## config.mk

```make
export PLATFORM = sky130hd
export DESIGN_NAME = multicycle_control_fsm
export DESIGN_NICKNAME = d
export VERILOG_FILES = /design/src/rtl/rv_mc_pkg.sv /design/src/rtl/multicycle_control_fsm_alu_decoder.sv /design/src/rtl/multicycle_control_fsm.sv
export SDC_FILE = /design/constraint.sdc
export NUM_CORES = 1
export LEC_CHECK = 0
export CAP_MARGIN = 20
export CORE_AREA = 2 2 48 50
export CTS_BUF_LIST = sky130_fd_sc_hd__clkbuf_2
export CTS_CLUSTER_DIAMETER = 200
export DETAILED_ROUTE_END_ITERATION = 8
export DIE_AREA = 0 0 50 52
export GPL_ROUTABILITY_DRIVEN = 0
export GPL_TIMING_DRIVEN = 0
export PLACE_DENSITY = 0.88
export SYNTH_ARGS = -nofsm -noshare
export SYNTH_HDL_FRONTEND = slang
export SYNTH_SLANG_ARGS = --single-unit
```

## constraint.sdc

```tcl
create_clock -name clk -period 1.8 [get_ports clk]
set_clock_uncertainty 0.15 [all_clocks]
set_input_delay 0.18 -clock clk [delete_from_list [all_inputs] [get_ports clk]]
set_output_delay 0.18 -clock clk [all_outputs]
set_load 0.02 [all_outputs]
```

## src/rtl/rv_mc_pkg.sv

```systemverilog
// Shared encodings for the multicycle RV32I control sequencer:
// state codes, opcodes, ALU/immediate/mux select values.
package rv_mc_pkg;

  typedef enum logic [3:0] {
    S_FETCH    = 4'd0,
    S_DECODE   = 4'd1,
    S_MEMADR   = 4'd2,
    S_MEMREAD  = 4'd3,
    S_MEMWB    = 4'd4,
    S_MEMWRITE = 4'd5,
    S_EXECR    = 4'd6,
    S_EXECI    = 4'd7,
    S_ALUWB    = 4'd8,
    S_BEQ      = 4'd9,
    S_JAL      = 4'd10,
    S_TRAP     = 4'd15
  } state_e;

  localparam logic [6:0] OP_LW   = 7'b0000011;
  localparam logic [6:0] OP_SW   = 7'b0100011;
  localparam logic [6:0] OP_R    = 7'b0110011;
  localparam logic [6:0] OP_I    = 7'b0010011;
  localparam logic [6:0] OP_BEQ  = 7'b1100011;
  localparam logic [6:0] OP_JAL  = 7'b1101111;

  typedef enum logic [1:0] {
    ALUOP_ADD   = 2'b00,
    ALUOP_SUB   = 2'b01,
    ALUOP_FUNCT = 2'b10
  } alu_op_e;

  localparam logic [2:0] ALU_ADD = 3'b000;
  localparam logic [2:0] ALU_SUB = 3'b001;
  localparam logic [2:0] ALU_AND = 3'b010;
  localparam logic [2:0] ALU_OR  = 3'b011;
  localparam logic [2:0] ALU_SLT = 3'b101;

  localparam logic [1:0] IMM_I = 2'b00;
  localparam logic [1:0] IMM_S = 2'b01;
  localparam logic [1:0] IMM_B = 2'b10;
  localparam logic [1:0] IMM_J = 2'b11;

  localparam logic [1:0] RES_ALUOUT    = 2'b00;
  localparam logic [1:0] RES_DATA      = 2'b01;
  localparam logic [1:0] RES_ALURESULT = 2'b10;

  localparam logic [1:0] SRCA_PC    = 2'b00;
  localparam logic [1:0] SRCA_OLDPC = 2'b01;
  localparam logic [1:0] SRCA_RD1   = 2'b10;

  localparam logic [1:0] SRCB_RD2  = 2'b00;
  localparam logic [1:0] SRCB_IMM  = 2'b01;
  localparam logic [1:0] SRCB_FOUR = 2'b10;

  function automatic logic [1:0] imm_for_op(input logic [6:0] op);
    logic [1:0] imm;
    case (op)
      OP_SW:   imm = IMM_S;
      OP_BEQ:  imm = IMM_B;
      OP_JAL:  imm = IMM_J;
      default: imm = IMM_I;
    endcase
    return imm;
  endfunction

endpackage

```

## src/rtl/multicycle_control_fsm_alu_decoder.sv

```systemverilog
// ALU control decode: fixed add/sub requests or funct3/funct7-driven operation.
module alu_decoder
  import rv_mc_pkg::*;
(
  input  alu_op_e    alu_op,
  input  logic [2:0] funct3,
  input  logic       funct7b5,
  input  logic       op5,
  output logic [2:0] alu_control
);

  // funct3 codes outside the supported set fall back to add rather than trapping
  always_comb begin
    alu_control = ALU_ADD;
    case (alu_op)
      ALUOP_ADD: alu_control = ALU_ADD;
      ALUOP_SUB: alu_control = ALU_SUB;
      ALUOP_FUNCT: begin
        case (funct3)
          3'b000:  alu_control = (op5 & funct7b5) ? ALU_SUB : ALU_ADD;
          3'b010:  alu_control = ALU_SLT;
          3'b110:  alu_control = ALU_OR;
          3'b111:  alu_control = ALU_AND;
          default: alu_control = ALU_ADD;
        endcase
      end
      default: alu_control = ALU_ADD;
    endcase
  end

endmodule

```

## src/rtl/multicycle_control_fsm.sv

```systemverilog
// Moore sequencer for the multicycle RV32I datapath with a shared,
// ready-handshaked memory; drives every datapath enable and select.
module multicycle_control_fsm
  import rv_mc_pkg::*;
#(
  parameter logic [3:0] RESET_STATE     = 4'd0,
  parameter bit         TRAP_ON_ILLEGAL = 1'b1
) (
  input  logic       clk,
  input  logic       reset,
  input  logic [6:0] op,
  input  logic [2:0] funct3,
  input  logic       funct7b5,
  input  logic       zero,
  input  logic       mem_ready,
  output logic       pc_write,
  output logic       adr_src,
  output logic       mem_read,
  output logic       mem_write,
  output logic       ir_write,
  output logic [1:0] result_src,
  output logic [1:0] alu_src_a,
  output logic [1:0] alu_src_b,
  output logic [1:0] imm_src,
  output logic       reg_write,
  output logic [2:0] alu_control,
  output logic       retire,
  output logic       illegal,
  output logic [3:0] state_o
);

  state_e  state_q, state_d;
  logic    illegal_q, illegal_d;

  alu_op_e alu_op_s;
  logic    pc_update_s, branch_s;
  logic    mem_read_s, mem_write_s, ir_write_s, reg_write_s, retire_s;

  always_ff @(posedge clk or negedge reset) begin
    if (!reset) begin
      state_q   <= state_e'(RESET_STATE);
      illegal_q <= 1'b0;
    end else begin
      state_q   <= state_d;
      illegal_q <= illegal_d;
    end
  end

  always_comb begin
    state_d = state_q;
    case (state_q)
      S_FETCH:  state_d = mem_ready ? S_DECODE : S_FETCH;
      S_DECODE: begin
        case (op)
          OP_LW, OP_SW: state_d = S_MEMADR;
          OP_R:         state_d = S_EXECR;
          OP_I:         state_d = S_EXECI;
          OP_BEQ:       state_d = S_BEQ;
          OP_JAL:       state_d = S_JAL;
          default:      state_d = TRAP_ON_ILLEGAL ? S_TRAP : S_FETCH;
        endcase
      end
      S_MEMADR:   state_d = (op == OP_SW) ? S_MEMWRITE : S_MEMREAD;
      S_MEMREAD:  state_d = mem_ready ? S_MEMWB : S_MEMREAD;
      S_MEMWB:    state_d = S_FETCH;
      S_MEMWRITE: state_d = mem_ready ? S_FETCH : S_MEMWRITE;
      S_EXECR:    state_d = S_ALUWB;
      S_EXECI:    state_d = S_ALUWB;
      S_ALUWB:    state_d = S_FETCH;
      S_BEQ:      state_d = S_FETCH;
      S_JAL:      state_d = S_ALUWB;
      S_TRAP:     state_d = S_TRAP;
      default:    state_d = S_FETCH;
    endcase
    illegal_d = illegal_q | (state_d == S_TRAP);
  end

  always_comb begin
    pc_update_s = 1'b0;
    branch_s    = 1'b0;
    adr_src     = 1'b0;
    mem_read_s  = 1'b0;
    mem_write_s = 1'b0;
    ir_write_s  = 1'b0;
    reg_write_s = 1'b0;
    retire_s    = 1'b0;
    result_src  = RES_ALUOUT;
    alu_src_a   = SRCA_PC;
    alu_src_b   = SRCB_RD2;
    imm_src     = IMM_I;
    alu_op_s    = ALUOP_ADD;
    case (state_q)
      S_FETCH: begin
        mem_read_s  = 1'b1;
        alu_src_b   = SRCB_FOUR;
        result_src  = RES_ALURESULT;
        ir_write_s  = mem_ready;
        pc_update_s = mem_ready;
      end
      S_DECODE: begin
        alu_src_a = SRCA_OLDPC;
        alu_src_b = SRCB_IMM;
        imm_src   = imm_for_op(op);
      end
      S_MEMADR: begin
        alu_src_a = SRCA_RD1;
        alu_src_b = SRCB_IMM;
        imm_src   = (op == OP_SW) ? IMM_S : IMM_I;
      end
      S_MEMREAD: begin
        adr_src    = 1'b1;
        mem_read_s = 1'b1;
      end
      S_MEMWB: begin
        result_src  = RES_DATA;
        reg_write_s = 1'b1;
        retire_s    = 1'b1;
      end
      S_MEMWRITE: begin
        adr_src     = 1'b1;
        mem_write_s = 1'b1;
        retire_s    = mem_ready;
      end
      S_EXECR: begin
        alu_src_a = SRCA_RD1;
        alu_op_s  = ALUOP_FUNCT;
      end
      S_EXECI: begin
        alu_src_a = SRCA_RD1;
        alu_src_b = SRCB_IMM;
        alu_op_s  = ALUOP_FUNCT;
      end
      S_ALUWB: begin
        reg_write_s = 1'b1;
        retire_s    = 1'b1;
      end
      S_BEQ: begin
        alu_src_a = SRCA_RD1;
        alu_op_s  = ALUOP_SUB;
        branch_s  = 1'b1;
        retire_s  = 1'b1;
      end
      S_JAL: begin
        alu_src_a   = SRCA_OLDPC;
        alu_src_b   = SRCB_FOUR;
        pc_update_s = 1'b1;
      end
      default: begin
        pc_update_s = 1'b0;
      end
    endcase
  end

  alu_decoder u_alu_decoder (
    .alu_op      (alu_op_s),
    .funct3      (funct3),
    .funct7b5    (funct7b5),
    .op5         (op[5]),
    .alu_control (alu_control)
  );

  // Enables are gated by reset itself so nothing fires while reset is still low
  assign pc_write  = reset & (pc_update_s | (branch_s & zero));
  assign mem_read  = reset & mem_read_s;
  assign mem_write = reset & mem_write_s;
  assign ir_write  = reset & ir_write_s;
  assign reg_write = reset & reg_write_s;
  assign retire    = reset & retire_s;
  assign illegal   = illegal_q;
  assign state_o   = state_q;

endmodule

```

==> flow_metrics.py, run 1 <==
metrics = {
    "timing": {
        "period_share_pct": 114,
        "fin_crit_ns": 2.05,
        "rsz0062_at_grt": "true",
        "fin_ws_ns": -0.248,
        "worstMarginPinSlew_ns": 0.342,
        "finalHoldViolations": 0,
        "slew_headroom_pct": 77.1,
        "setup_viol": 9,
        "drv_slew": 0,
        "max_freq_mhz": 488,
    },
    "cells_and_area": {
        "final_nets": 184,
        "layout_common_cells": "buf_4, buf_6, nand2_1, clkdlybuf4s50_1",
        "final_common_cell": "buf_4",
        "diodes": 0,
        "area_growth_pct": 82.0,
        "final_core_util_pct": 68.4,
        "drive_gt1_share_pct": 47.0,
        "fin_cells": 194,
    },
    "route": {
        "dr.pass1.iters": 4,
        "detail-route-antenna-nets": 0,
        "route.vias.total": 1071,
        "drt-initial-drc-count": 25,
        "routed_via_density": 5.52,
        "drc": 0,
        "routed_wl_mm": 3.09,
        "avgRoutedWirePerCell_um": 15.9,
    },
    "setup_path": {
        "arrival_ns": 1.72,
        "r2r_end": "state_o[2]",
        "r2r-start": "state_o[2]",
        "cp-start-kind": "flip-flop",
        "r2r_setup_slack_ns": 0.10,
        "required_ns": 1.47,
        "critPathMaxFanout": 3,
        "path_class": "flip-flop to output pin",
        "cp-end-kind": "output pin",
        "reg2reg_depth": 5,
    },
    "run_status": {
        "violations": "negative setup slack",
        "outcome": "complete, but fails checks",
    },
    "floorplanning": {
        "design.die.area_um2": 2600,
        "start_util_pct": 37.6,
        "fp.dieH_um": 52,
        "rows": 17,
        "pin_count": 38,
        "die_x_um": 50,
        "core-area_um2": 2110,
    },
    "power": {
        "p_total_mw": 2.08,
        "vdd_drop_max_mv": 0.636,
        "power_density_nw_per_um2": 1440,
        "power.leakage_nw": 0.634,
    },
    "logic_synthesis": {
        "yosysUniqueCellTypes": 43,
        "synth_area_um2": 792,
        "ys_seq_elements": 5,
        "synth_top_area_share_pct": 15.8,
        "yosys.area.top_type": "dfrtp_1",
        "async_flop_share_pct": 100,
        "ys.warnings.count": 0,
        "yosysSeqAreaShare_pct": 15.8,
        "synth_area_leaders": "dfrtp_1, nand2_1, nor2_1",
        "syn-num-nets": 128,
        "synth_edf_count": 0,
        "synthCells": 111,
        "ys.flop_type": "dfrtp_1",
        "avgSynthCellArea_um2": 7.14,
    },
    "global_route": {
        "grt_pass1_wl_mm": 4.55,
        "grt_use_met1_pct": 24.3,
        "grt-ovfl-total": 0,
        "grt_usage_pct": 23.2,
        "antenna_found_initial": 0,
        "met2_usage_pct": 44.1,
        "grt_max_degree": 11,
        "grt_pass1_vias": 1035,
        "busiest_layer": "met2",
        "use_met3_pct": 2.30,
    },
    "flow_run": {
        "cap_viol_max_count": 0,
    },
    "placement": {
        "dp.cells": 175,
        "port_buffers": 36,
        "dp_hpwl_mm": 2.02,
    },
    "clock_tree": {
        "clock-sinks": 5,
        "numCtsBuffers": 3,
        "worstSkewPairLatency_ns": 0.23,
        "cts-root-buf": "clkbuf_2",
        "clockBufferDepth": 2,
        "htree_levels": 1,
        "clk_pin_slew_ns": 0.06,
        "tritoncts": "done",
    },
    "min_path": {
        "hold_class": "input pin to flip-flop",
        "hp-start": "mem_ready",
        "whs_endpoint": "state_o[1]",
        "hold_path_depth": 4,
    },
}
-- logic make-up (layout without fill, tap and decap cells) --
group,Yosys count,count (layout),synth area share (%)
AND/OR/NAND/NOR,63,63,46.8
adder cells (fa/ha/maj),2,2,3.16
XOR/XNOR,4,4,4.42
buffers and inverters,13,68,9.48
flip-flops,5,5,15.8
AO/OA/AOI/OAI,24,24,20.4
-- cells in the mapped netlist (3+ instances only) --
cell type and number:
a21oi_1 7, and3_1 3, buf_2 6, dfrtp_1 5
inv_1 3, nand2_1 14, nand3_1 6, nor2_1 11
nor3_1 8, nor3b_1 3, o21ai_0 3, xnor2_1 3
-- final cells by class --
type                       count  area, um2
inverter                       4       15.0
timing repair buffer          54        455
tap                           28       35.0
multi-input combinational     93        726
sequential                     5        130
fill                         159        664
clock buffer                   4       20.0
buffer                         6       60.1
-- registers in the layout, indices dropped and copies added (netlist names) --
name / cells
state_o: 4
illegal: 1
-- per-stage QoR --
step	setup TNS [ns]	hold slack [ns]	area [um2]	worst slack, ns
5_1_grt	-1.46	0.269	1440	-0.296
3_5_place_dp	-6.31	0.315	1290	-0.691
4_1_cts	-0.579	0.246	1390	-0.207
2_1_floorplan	0	-0.266	897	0.0112
6_report	-0.834	0.259	1440	-0.248
3_3_place_gp	-5.75	0.312	1290	-0.652
-- worst max-delay path by stage --
stage / startpoint / to / cells after the start
global route: state_o[1] / alu_control[0] / 9
floorplan: state_o[0] / alu_control[0] / 8
global placement: op[2] / imm_src[0] / 6
CTS: state_o[1] / alu_control[0] / 8
finish: state_o[1] / alu_control[0] / 8
detailed placement: op[2] / imm_src[0] / 6
-- report_power, final --
| group | switching [mW] | internal, mW | total (mW) |
|---|---|---|---|
| clock | 0.0511 | 0.0588 | 0.110 |
| combinational | 0.927 | 0.823 | 1.75 |
| sequential | 0.0641 | 0.159 | 0.223 |
-- worst max-delay path, cell delays in order, from the launching register on --
cell     delay, ns
dfrtp_2       0.42
and2b_4       0.28
nand3_4       0.09
ha_4          0.19
nand3_2       0.06
nor3_2        0.04
nor3_2        0.21
nor2_2        0.06
buf_6         0.13
-- timing repair --
action                     CTS  global route
hold endpoints to repair     5             0
hold buffers                 1             0
resized for setup          102            15
setup buffers               14             3
pin swaps                   12             2
setup endpoints to repair   18            15
-- metal layers --
| layer | vias to the layer above | part of all wire (%) |
|---|---|---|
| met1 | 505 | 39 |
| met3 | 11 | 4.4 |
| li1 | 514 | - |
| met2 | 41 | 53 |
| met5 | - | 0 |
| met4 | 0 | 3.4 |
Power figures use the tool's default switching activity.
==> run 2: changes to the inputs <==
--- a/config.mk
+++ b/config.mk
@@ -13,7 +13,7 @@
 export DIE_AREA = 0 0 50 52
 export GPL_ROUTABILITY_DRIVEN = 0
 export GPL_TIMING_DRIVEN = 0
-export PLACE_DENSITY = 0.88
+export PLACE_DENSITY = 0.72
 export SYNTH_ARGS = -nofsm -noshare
 export SYNTH_HDL_FRONTEND = slang
 export SYNTH_SLANG_ARGS = --single-unit
==> run 2 against run 1 <==
The flow still finishes with violations (negative setup slack); sequential power shrank 4%; largest cell class unchanged; total power grew 16%; clock-buffer cell count unchanged; flip-flop and latch count unchanged; global-route usage shrank 0.99 points; die area did not move; fmax grew 0.40%; worst hold slack worse by 0.016 ns; register-to-register slack got worse by 0.19 ns; design area rose by 12%.
==> flow_metrics.py, run 2 (synthesis results as in run 1) <==
metrics = {
    "cells_and_area": {
        "multi_input_area_um2": 813,
        "ff_latch_area_um2": 130,
        "final_nets": 192,
        "fin_cells": 202,
        "area_growth_pct": 104,
        "final_core_util_pct": 76.7,
        "drive_gt1_share_pct": 55.2,
        "n_fill_cell": 140,
        "largest_reg_flops": 4,
        "final_common_cell": "buf_4",
        "layout_common_cells": "buf_4, buf_6, nand2_1",
        "design_area_um2": 1620,
        "diodes": 0,
    },
    "timing": {
        "max_freq_mhz": 490,
        "finalHoldViolations": 0,
        "rsz0062_at_grt": "true",
        "setup_tns_ns": -1.52,
        "drv_slew": 0,
        "holdWs_ns": 0.243,
        "worstMarginPinSlew_ns": 0.339,
        "setup_viol": 15,
        "slew_headroom_pct": 77.1,
        "period_share_pct": 113,
        "fin_crit_ns": 2.04,
        "fin_ws_ns": -0.239,
    },
    "min_path": {
        "hold_class": "input pin to flip-flop",
        "hold_path_depth": 4,
    },
    "route": {
        "routed_via_density": 5.47,
        "drc": 0,
        "detail-route-antenna-nets": 0,
        "drt-initial-drc-count": 14,
        "routed_wl_mm": 3.23,
        "dr.pass1.iters": 4,
        "route.vias.total": 1105,
        "avgRoutedWirePerCell_um": 16.0,
    },
    "setup_path": {
        "cpMostUsedCell": "buf_4",
        "critPathMaxFanout": 4,
        "slowest_delay_ns": 0.40,
        "crit_buf_inv": 4,
        "cp-start-kind": "flip-flop",
        "required_ns": 1.47,
        "arrival_ns": 1.71,
        "cp.depth": 7,
        "cpMaxStageDelayCell": "dfrtp_2",
        "reg2reg_depth": 7,
        "r2r_setup_slack_ns": -0.09,
        "path_cells": "and2b_4, nand3_4, buf_4, inv_4, buf_4, a221o_1, buf_6",
        "path_class": "flip-flop to output pin",
        "crit_family": "buffers and inverters",
        "cp-end-kind": "output pin",
    },
    "power": {
        "power.leakage_nw": 0.702,
        "vdd_drop_max_mv": 0.969,
        "power_density_nw_per_um2": 1490,
        "p_total_mw": 2.41,
    },
    "clock_tree": {
        "clockBufferDepth": 2,
        "numCtsBuffers": 3,
        "clock-sinks": 5,
        "clk_pin_slew_ns": 0.05,
        "worstSkewPairLatency_ns": 0.24,
        "cts-root-buf": "clkbuf_2",
        "tritoncts": "done",
        "htree_levels": 1,
    },
    "global_route": {
        "grt_max_degree": 11,
        "grt-ovfl-total": 0,
        "grt_usage_pct": 22.3,
        "grt_pass1_wl_mm": 4.51,
        "grt_pass1_vias": 983,
        "antenna_found_initial": 0,
    },
    "floorplanning": {
        "fp.dieH_um": 52,
        "pin_count": 38,
        "core-area_um2": 2110,
        "rows": 17,
        "die_x_um": 50,
        "design.die.area_um2": 2600,
        "start_util_pct": 37.6,
    },
    "run_status": {
        "violations": "negative setup slack",
        "outcome": "complete, but fails checks",
    },
    "placement": {
        "dp_slack_ns": -0.660,
        "dpl_cell_area_um2": 1290,
        "port_buffers": 36,
        "dp.cells": 175,
        "dp_hpwl_mm": 1.86,
    },
    "flow_run": {
        "cap_viol_max_count": 0,
    },
}
## run 2: worst min-delay path, delay by kind of cell
kind,cells,cell delay (ns)
AOI/OAI and AO/OA,2,0.18
buffers and inverters,1,0.14
and+or+nand+nor,1,0.08
## run 2: final timing paths
check,from,endpoint
max reg2reg,state_o[2],state_o[3]
min in group asynchronous,reset,state_o[3]
min reg2reg,illegal,illegal
max,state_o[1],retire
max in group asynchronous,reset,state_o[0]
min,mem_ready,state_o[1]
## run 2: area by class of cell
type                            count  share of cell area, %
Clock buffer                        4                   1.24
Timing Repair Buffer               61                   32.0
Buffer                              7                   5.11
Tap cell                           28                   2.17
Inverter                            4                   1.08
Sequential cell                     5                   8.06
Multi-Input combinational cell     93                   50.3
## run 2: what timing repair did
item | 4_1_cts | 5_1_grt
hold endpoints to repair | 5 | 0
buffers inserted | 13 | 11
resized for setup | 110 | 41
setup endpoints to repair | 18 | 22
pin swaps | 11 | 9
hold buffers | 1 | 0
## run 2: power by group
part | switching, mW | internal, mW | leakage, nW
sequential | 0.0540 | 0.159 | 0.0546
combinational | 1.07 | 1.01 | 0.631
clock | 0.0547 | 0.0588 | 0.0166
## run 2: layer usage
metal  vias to the layer above  wire length, um  track usage, %
li1                        529                -               -
met1                       514             1290            28.5
met2                        55             1690            39.9
met3                         7              211            2.87
met4                         0               45            4.17
met5                         -                0               0
